$ cat config.mk
export PLATFORM = sky130hd
export DESIGN_NAME = game_session_ctrl
export DESIGN_NICKNAME = d
export VERILOG_FILES = /design/src/rtl/game_session_ctrl.sv
export SDC_FILE = /design/constraint.sdc
export NUM_CORES = 1
export LEC_CHECK = 0
export BUFFER_PORTS_ARGS = -buffer_cell sky130_fd_sc_hd__buf_2
export CAP_MARGIN = 20
export CORE_UTILIZATION = 56
export CTS_BUF_LIST = sky130_fd_sc_hd__clkbuf_8
export DETAILED_ROUTE_END_ITERATION = 10
export PLACE_DENSITY = 0.82
export SKIP_LAST_GASP = 1
export SYNTH_ARGS = -nofsm -noshare
export SYNTH_HDL_FRONTEND = slang
export SYNTH_SLANG_ARGS = --single-unit
export TNS_END_PERCENT = 5
$ cat constraint.sdc
create_clock -name CLK -period 4.1 [get_ports CLK]
set_input_delay 0.615 -clock CLK [delete_from_list [all_inputs] [get_ports CLK]]
set_output_delay 0.615 -clock CLK [all_outputs]
set_load 0.02 [all_outputs]
$ cat src/rtl/game_session_ctrl.sv
// Session controller: SERVE/PLAY/CLEAR/OVER sequencing, BCD score with bonus lives,
// level loading and audio cues. Define GAME_SESSION_HISCORE_EN to add HISCORE_BCD_o.
module game_session_ctrl #(
    parameter int SCORE_DIGITS = 4,
    parameter int LIVES_BITS   = 3,
    parameter int LIVES_INIT   = 5,
    parameter int LIVES_MAX    = 7,
    parameter int ROW_COUNT    = 6,
    parameter int ROW_BITS     = 3,
    parameter int PEND_BITS    = 6,
    parameter int LEVEL_BITS   = 3,
    parameter int BONUS_DIGIT  = 3
) (
    input  logic                      CLK,
    input  logic                      RESET,
    input  logic                      FRAME_DONE_i,
    input  logic                      PAUSE_i,
    input  logic                      BTN_RELEASE_i,
    input  logic                      START_i,
    input  logic                      STEP_DONE_i,
    input  logic                      HIT_WALL_i,
    input  logic                      HIT_PADDLE_i,
    input  logic                      HIT_BLOCK_i,
    input  logic [ROW_BITS-1:0]       HIT_ROW_i,
    input  logic                      BALL_LOST_i,
    input  logic [6:0]                BLOCKS_LEFT_i,
    input  logic                      LOAD_DONE_i,
    output logic                      STEP_REQ_o,
    output logic                      LOAD_LEVEL_o,
    output logic [2:0]                AUDIO_SEL_o,
    output logic                      AUDIO_TRIG_o,
    output logic [4*SCORE_DIGITS-1:0] SCORE_BCD_o,
    output logic [LIVES_BITS-1:0]     LIVES_o,
    output logic [LEVEL_BITS-1:0]     LEVEL_o,
    output logic [1:0]                STATE_o,
    output logic                      GAME_OVER_o
`ifdef GAME_SESSION_HISCORE_EN
    ,
    output logic [4*SCORE_DIGITS-1:0] HISCORE_BCD_o
`endif
);
    // state   | meaning
    // S_SERVE | ball parked on paddle, waiting for launch
    // S_PLAY  | ball in flight
    // S_CLEAR | level cleared, waiting for block memory reload
    // S_OVER  | no lives left, waiting for START
    localparam int SW  = 4 * SCORE_DIGITS;
    localparam int PSW = PEND_BITS + ROW_BITS + 2;
    localparam logic [PSW-1:0] PEND_MAX = PSW'((64'd1 << PEND_BITS) - 64'd1);

    typedef enum logic [1:0] {S_SERVE = 2'd0, S_PLAY = 2'd1, S_CLEAR = 2'd2, S_OVER = 2'd3} state_t;

    state_t                state_q, state_d;
    logic [SW-1:0]         score_q, score_d, score_inc;
    logic [PEND_BITS-1:0]  pend_q, pend_d;
    logic [LIVES_BITS-1:0] lives_q, lives_d;
    logic [LEVEL_BITS-1:0] level_q, level_d;
    logic                  load_q, load_d, trig_q, trig_d, go_q, bsp_q, bsp_d;
    logic [2:0]            sel_q, sel_d, step_sel;
    logic                  score_full, bonus_carry, draining, bonus, active, restart;
    logic                  clear_go, lost_play, step_aud, add_pts;
    logic [PSW-1:0]        row_ext, pts, pend_sum;

    // Ripple BCD increment; the carry seen at BONUS_DIGIT marks a bonus-life boundary.
    always_comb begin
        logic c;
        c           = 1'b1;
        bonus_carry = 1'b0;
        score_inc   = score_q;
        for (int i = 0; i < SCORE_DIGITS; i++) begin
            if (i == BONUS_DIGIT) bonus_carry = c;
            if (c) begin
                if (score_q[4*i +: 4] == 4'd9) begin
                    score_inc[4*i +: 4] = 4'd0;
                end else begin
                    score_inc[4*i +: 4] = score_q[4*i +: 4] + 4'd1;
                    c = 1'b0;
                end
            end
        end
        score_full = c;
    end

    always_comb begin
        active    = STEP_DONE_i && (state_q == S_SERVE || state_q == S_PLAY);
        restart   = (state_q == S_OVER) && START_i;
        lost_play = STEP_DONE_i && (state_q == S_PLAY) && BALL_LOST_i;
        clear_go  = STEP_DONE_i && (state_q == S_PLAY) && !BALL_LOST_i && (BLOCKS_LEFT_i == 7'd0);
        draining  = (pend_q != '0);
        bonus     = draining && !score_full && bonus_carry && !restart;
        add_pts   = active && HIT_BLOCK_i && !BALL_LOST_i;
        row_ext   = PSW'(HIT_ROW_i);
        pts       = (row_ext >= PSW'(ROW_COUNT)) ? PSW'(1) : PSW'(ROW_COUNT) - row_ext;
        pend_sum  = PSW'(pend_q) + (add_pts ? pts : '0) - PSW'(draining);

        score_d = score_q;
        pend_d  = pend_q;
        if (draining && score_full) begin
            pend_d = '0;
        end else begin
            if (draining) score_d = score_inc;
            pend_d = (pend_sum > PEND_MAX) ? PEND_MAX[PEND_BITS-1:0] : pend_sum[PEND_BITS-1:0];
        end

        // A bonus landing on the same cycle as a lost ball cancels the loss.
        lives_d = lives_q;
        if (lost_play) begin
            if (!bonus) lives_d = (lives_q <= LIVES_BITS'(1)) ? '0 : lives_q - LIVES_BITS'(1);
        end else if (bonus && lives_q != LIVES_BITS'(LIVES_MAX)) begin
            lives_d = lives_q + LIVES_BITS'(1);
        end

        state_d = state_q;
        case (state_q)
            S_SERVE: if (BTN_RELEASE_i) state_d = S_PLAY;
            S_PLAY: begin
                if (lost_play) state_d = (lives_q <= LIVES_BITS'(1) && !bonus) ? S_OVER : S_SERVE;
                else if (clear_go) state_d = S_CLEAR;
            end
            S_CLEAR: if (LOAD_DONE_i) state_d = S_SERVE;
            S_OVER:  if (START_i) state_d = S_SERVE;
            default: state_d = S_SERVE;
        endcase

        level_d = clear_go ? level_q + LEVEL_BITS'(1) : level_q;
        load_d  = clear_go || restart;
        if (restart) begin
            score_d = '0;
            pend_d  = '0;
            lives_d = LIVES_BITS'(LIVES_INIT);
            level_d = '0;
        end

        if (BALL_LOST_i)       step_sel = 3'd2;
        else if (HIT_BLOCK_i)  step_sel = (row_ext >= PSW'(3)) ? 3'd7 : 3'd4 + row_ext[2:0];
        else if (HIT_PADDLE_i) step_sel = 3'd1;
        else                   step_sel = 3'd0;
        step_aud = active && (BALL_LOST_i || HIT_BLOCK_i || HIT_PADDLE_i || HIT_WALL_i);

        // Bonus sound waits for a cycle free of step audio.
        trig_d = 1'b0;
        sel_d  = sel_q;
        bsp_d  = bsp_q;
        if (step_aud) begin
            trig_d = 1'b1;
            sel_d  = step_sel;
            bsp_d  = bsp_q || bonus;
        end else if (bsp_q || bonus) begin
            trig_d = 1'b1;
            sel_d  = 3'd3;
            bsp_d  = 1'b0;
        end
    end

    always_ff @(posedge CLK) begin
        if (RESET) begin
            state_q <= S_SERVE;
            score_q <= '0;
            pend_q  <= '0;
            lives_q <= LIVES_BITS'(LIVES_INIT);
            level_q <= '0;
            load_q  <= 1'b1;
            trig_q  <= 1'b0;
            sel_q   <= 3'd0;
            bsp_q   <= 1'b0;
            go_q    <= 1'b0;
        end else begin
            state_q <= state_d;
            score_q <= score_d;
            pend_q  <= pend_d;
            lives_q <= lives_d;
            level_q <= level_d;
            load_q  <= load_d;
            trig_q  <= trig_d;
            sel_q   <= sel_d;
            bsp_q   <= bsp_d;
            go_q    <= (state_d == S_OVER);
        end
    end

`ifdef GAME_SESSION_HISCORE_EN
    logic [SW-1:0] hi_q;
    // Packed BCD orders the same as its decimal value, so a plain compare suffices.
    always_ff @(posedge CLK) begin
        if (RESET) hi_q <= '0;
        else if (state_q != S_OVER && state_d == S_OVER && score_q > hi_q) hi_q <= score_q;
    end
    assign HISCORE_BCD_o = hi_q;
`endif

    assign STEP_REQ_o   = FRAME_DONE_i && !PAUSE_i && (state_q == S_SERVE || state_q == S_PLAY);
    assign LOAD_LEVEL_o = load_q;
    assign AUDIO_SEL_o  = sel_q;
    assign AUDIO_TRIG_o = trig_q;
    assign SCORE_BCD_o  = score_q;
    assign LIVES_o      = lives_q;
    assign LEVEL_o      = level_q;
    assign STATE_o      = state_q;
    assign GAME_OVER_o  = go_q;
endmodule
# After elaboration in Yosys (flattened, before gate mapping)

Index checks and enable logic that the tools add are counted.

Add/sub/neg operators: 11
$mul: 0
Div/mod/pow operators: 0
$lt $le $gt $ge: 4
Equal/unequal tests: 10
Shift-type cells: 0
Mux-type cells: 35
Bitwise gates (word level): 1
Reduce and logical (&&, ||, !) cells: 40

Operators with widths:

| kind                                                | number |
|---|---|
| 2-to-1 mux 3 bit                                    | 9 |
| 2-to-1 mux 11 bit                                   | 2 |
| logical AND 1 bit                                   | 17 |
| adder 4 x 1 -> 4 bit, second input constant         | 4 |
| == test 4 bit, second input constant                | 4 |
| 2-to-1 mux 4 bit                                    | 4 |
| 2-to-1 mux 1 bit                                    | 12 |
| 2-to-1 mux 2 bit                                    | 6 |
| adder 6 x 11 -> 11 bit                              | 1 |
| > comparator 11 x 6 -> 1 bit, second input constant | 1 |
| subtractor 11 x 1 -> 11 bit                         | 1 |
| AND reduction 3 bit                                 | 3 |
| case mux 2 bit (4 select lines)                     | 1 |
| logical NOT 7 bit                                   | 1 |
| adder 3 x 1 -> 3 bit, second input constant         | 2 |
| == test 2 bit, second input constant                | 3 |
| logical OR 1 bit                                    | 6 |
| 2-to-1 mux 6 bit                                    | 1 |
| nonzero test 6 bit                                  | 1 |
| logical NOT 1 bit                                   | 5 |
| AND reduction 2 bit                                 | 2 |
| nonzero test 2 bit                                  | 2 |
| subtractor 3 x 3 -> 4 bit, first input constant     | 1 |
| adder 3 bit, first input constant                   | 1 |
| other kinds (11)                                    | 11 |

Flip-flop bits (word level): 37
Bits in latches: 0
Bits in writable memories: 0
Bits in read-only memories: 0
Input bits: 22
Output and inout bits: 31
Word-level logic and storage cells: 114
Memories kept: 0

# Depth between registers and ports, before layout

Depth in word-level cells: 15
Gate-level depth with buffers: 13
Depth with buffers taken out: 12

# Worst setup path after synthesis

No wires, ideal clock.

Path kind: input-to-reg
Start: input BALL_LOST_i
End: register pend_q[2]
Setup time: 0.115 ns
Arrival time: 3.249 ns
Required time: 3.985 ns
Setup slack: 0.736 ns
Stages on the path: 12
Buffers on the path: 0
Cell sequence: nor3b_1 -> nand2_1 -> or2_2 -> ha_1 -> inv_1 -> ha_1 -> fa_1 -> a21o_1 -> a221oi_1 -> mux2i_1 -> o21ai_1 -> o21a_1

Word-level cells in the longest chain between the ends: 7

RTL lines:

| item                            | line | text |
|---|---|---|
| from (decl)                     | 25   | `input logic BALL_LOST_i,` |
| logical NOT 1 bit (*)           | 91   | `add_pts = active && HIT_BLOCK_i && !BALL_LOST_i;` |
| logical AND 1 bit (*)           | 91   |  |
| 2-to-1 mux 11 bit (*)           | 94   | `pend_sum = PSW'(pend_q) + (add_pts ? pts : '0) - PSW'(draining);` |
| adder 6 x 11 -> 11 bit (*)      | 94   |  |
| subtractor 11 x 1 -> 11 bit (*) | 94   |  |
| > comparator 11 x 6 -> 1 bit    | 102  | `pend_d = (pend_sum > PEND_MAX) ? PEND_MAX[PEND_BITS-1:0] : pend_sum[PEND_BITS-1:0];` |
| 2-to-1 mux 6 bit (*)            | 102  |  |
| to (signal assigned)            | 170  | `pend_q <= pend_d;` |
| to (decl)                       | 55   | `logic [PEND_BITS-1:0] pend_q, pend_d;` |

Every way passes the cells marked *; elsewhere a longest branch is shown, timed or not.
A chain may end at the register's enable or synchronous reset.

# Worst setup path after layout

Start: register state_q[1], in the netlist STATE_o[1]
End: register pend_q[5]

Word-level cells in the longest chain between the ends: 10
Elaborated cells on any way between the ends: 14
Those cells by class: add/sub: 2; order compare: 1; eq/ne: 2; mux: 2; reduce/logical: 7

RTL lines:

| item                                                        | line | text |
|---|---|---|
| from (decl)                                                 | 53   | `state_t state_q, state_d;` |
| from (signal assigned)                                      | 168  | `state_q <= state_d;` |
| == test 2 x 1 -> 1 bit or logical NOT 2 bit (tied branches) | 85   | `active = STEP_DONE_i && (state_q == S_SERVE \|\| state_q == S_PLAY);` |
| logical OR 1 bit                                            | 85   |  |
| logical AND 1 bit                                           | 85   |  |
| logical AND 1 bit (2 in a row)                              | 91   |  |
| 2-to-1 mux 11 bit                                           | 94   |  |
| adder 6 x 11 -> 11 bit                                      | 94   |  |
| subtractor 11 x 1 -> 11 bit                                 | 94   |  |
| > comparator 11 x 6 -> 1 bit                                | 102  |  |
| 2-to-1 mux 6 bit                                            | 102  |  |

Several ways; a longest one is shown, not always the timed one.

==> results.md <==
* Max Freq at 289 MHz
* Ys flop type: dfxtp_1
* Post-synth EDFFs at 0
* N_diodes at 0
* Status: complete, no violations
* First-pass GRT wire length at 7940 microns
* # rows at 23
* Hold buffers post-CTS at 0
* Syn Inst Count at 268
* Synthesized flop and latch total at 37
* Postcts setup bufs at 0
* Final ANT Viol Nets at 0
* Worst hold margin at 0.477 ns
* Mapped Area at 2390 sq um
* Synth cell types at 58
* Die Wd at 67.3 microns
* Filler cells at 342
* I/O pin cnt at 53
* Setup Viol. Count Final at 0
* CP max FO at 13
* DR iter-0 viols at 92
* Syn avg cell area at 8.92 sq um
* Data arrival, critical path at 3.64 ns
* IO Port Bufs at 52
* Slew Limit Fails at 0
* Total Nets Final at 368
* Share of the synthesized area in the top cell type at 31.0%
* TritonCTS clock tree: built
* CTS root buffer: clkbuf_8
* Crit. End Element: flip-flop
* Synthesis warning total at 0
* Minimum clock period at 3.46 ns
* Clk Latency, worst-skew pair at 0.29 ns
* RSZ-0062 raised after global routing: false
* Vias per Instance at 5.61
* Starting Density at 58.9%
* Largest cells by area after synthesis: dfxtp_1, ha_1, inv_1
* Critical Path Source Type: flip-flop
* Core ar. at 4060 sq um
* Fin. Hold Viols at 0
* CTS Sinks at 37
* Pleak at 1.24 nW
* Overall routing resource usage at 23.0%
* Async SR Flop Fraction at 0%
* Worst-Margin Slew at 0.879 ns
* DRT Pass-1 Iters at 4
* HP Class: reg -> reg
* Power Density at 437 nW/um^2
* Post-synth top cells: dfxtp_1, inv_1, nor2_1
* Vias at 2104
* Initial antenna violation count at 0
* Post-synthesis to final-layout area growth at 15.9%
* Die area at 4540 sq um
* DR WL/cell at 13.1 microns
* VDD IR max at 0.000249 V
* Setup TNS at 0 ns
* Most common cell in the netlist: dfxtp_1
* Slew margin rel. at 41.4%
* Final period util at 84.3%
* DRC Markers at 0
* Dpl ws at 0.331 ns
* Total CTS buffers at 5
* CP Class: reg -> reg
* Sequential area share after synthesis at 31.0%
* Vias in the first global route at 1856
* Leading area contributor after synthesis: dfxtp_1
* Max Root-Sink Buffers at 2
* HPWL after detailed placement at 3700 microns
* Worst Skew at 0.00748 ns
* CTS clk-pin slew, worst paths at 0.07 ns
* Share of cells above drive strength 1 at 22.8%
* Overflow after GRT at 0
* Largest net degree at the start of global routing at 23
* Number of H-tree levels at 2
* Placer's final routability congestion estimate at 0.782
* Routed wire length at 4930 microns
* WP data required at 4.28 ns
* Worst setup margin at 0.644 ns
* Post_cts resized at 0
* # Max-Cap Violations at 0
* Die Y at 67.3 microns
flip-flops by register name, indices dropped and copies added (netlist names):
signal        cells
STATE_o           2
AUDIO_TRIG_o      1
bsp_q             1
LEVEL_o           3
AUDIO_SEL_o       3
LOAD_LEVEL_o      1
SCORE_BCD_o      16
LIVES_o           3
GAME_OVER_o       1
pend_q            6
final cells by class:
type / instances / area (sq um) / share of cell area, %
clock buffers: 5 / 68.8 / 2.48
multi-input cells: 202 / 1530 / 55.2
flip-flops and latches: 37 / 741 / 26.7
clock inverters: 3 / 11.3 / 0.407
inverters: 26 / 97.6 / 3.52
well taps: 50 / 62.6 / 2.26
repair buffers: 52 / 260 / 9.39
per-layer routing:
metal  up-vias  wire, microns  global-route usage [%]
met4         0             50                    7.98
met1       969           2270                    26.9
met5         -              0                       0
met2        58           2310                    39.9
li1       1070              -                       -
met3         7            295                    6.59
critical path: stages, from the launching register on:
cell      delay (ns)
dfxtp_1         0.43
nor3b_1         0.44
nand2_1         0.15
or2_2           0.32
ha_1            0.27
inv_1           0.04
ha_1            0.20
fa_1            0.40
a21o_1          0.19
a221oi_1        0.31
mux2i_1         0.22
o21ai_1         0.15
o21a_1          0.23
metrics by stage:
step	std cells	cell area (sq um)	total power, W	util [%]
after global placement	367	2690	0.000971	66.3
final	375	2770	0.00121	68.3
after floorplan	271	2400	0.000870	-
after detailed placement	367	2690	0.000982	66.3
after global routing	375	2770	0.00131	68.3
after CTS	375	2770	0.00122	68.3
cell usage in the layout (no fill, tap or decap), types with 3 or more instances in the layout:
master    count
a211oi_1      6
a21o_1        3
a21oi_1      17
a21oi_2       3
a31oi_1       4
buf_2        52
clkbuf_8      5
conb_1        5
dfxtp_1      37
ha_1         20
inv_1        29
mux2i_1       6
nand2_1      13
nand2b_1      3
nand3_1      11
nand3b_1      5
nand4_1       4
nor2_1       24
nor3_1        6
nor4_1        4
o21a_1        9
o21ai_0       3
xnor2_1       8
xor2_1        6
final timing paths:
| check | start | end | slack [ns] | depth (start not counted) |
|---|---|---|---|---|
| max | STATE_o[1]$_SDFF_PP0_ | pend_q[5]$_SDFF_PP0_ | 0.64 | 12 |
| min | AUDIO_SEL_o[0]$_SDFFE_PP0P_ | AUDIO_SEL_o[0]$_SDFFE_PP0P_ | 0.48 | 2 |
| max reg2reg | STATE_o[1]$_SDFF_PP0_ | pend_q[5]$_SDFF_PP0_ | 0.64 | 12 |
| min reg2reg | AUDIO_SEL_o[0]$_SDFFE_PP0P_ | AUDIO_SEL_o[0]$_SDFFE_PP0P_ | 0.48 | 2 |
kinds of logic after synthesis:
kind of cell	after synthesis	synth area share (%)
AOI/OAI and AO/OA	62	19.9
xor gates and xnor gates	14	5.13
adders and majority gates	22	12.1
buffers and inverters	32	5.55
DFF	37	31.0
muxes	6	2.51
other	2	0.314
and+or+nand+nor	93	23.5
report_power, final:
part | total, W | internal [W] | switching, W
logic | 0.000526 | 0.000244 | 0.000282
clock network | 0.000236 | 0.000113 | 0.000123
registers | 0.000448 | 0.000400 | 0.0000478
(Power assumes the default switching activity.)
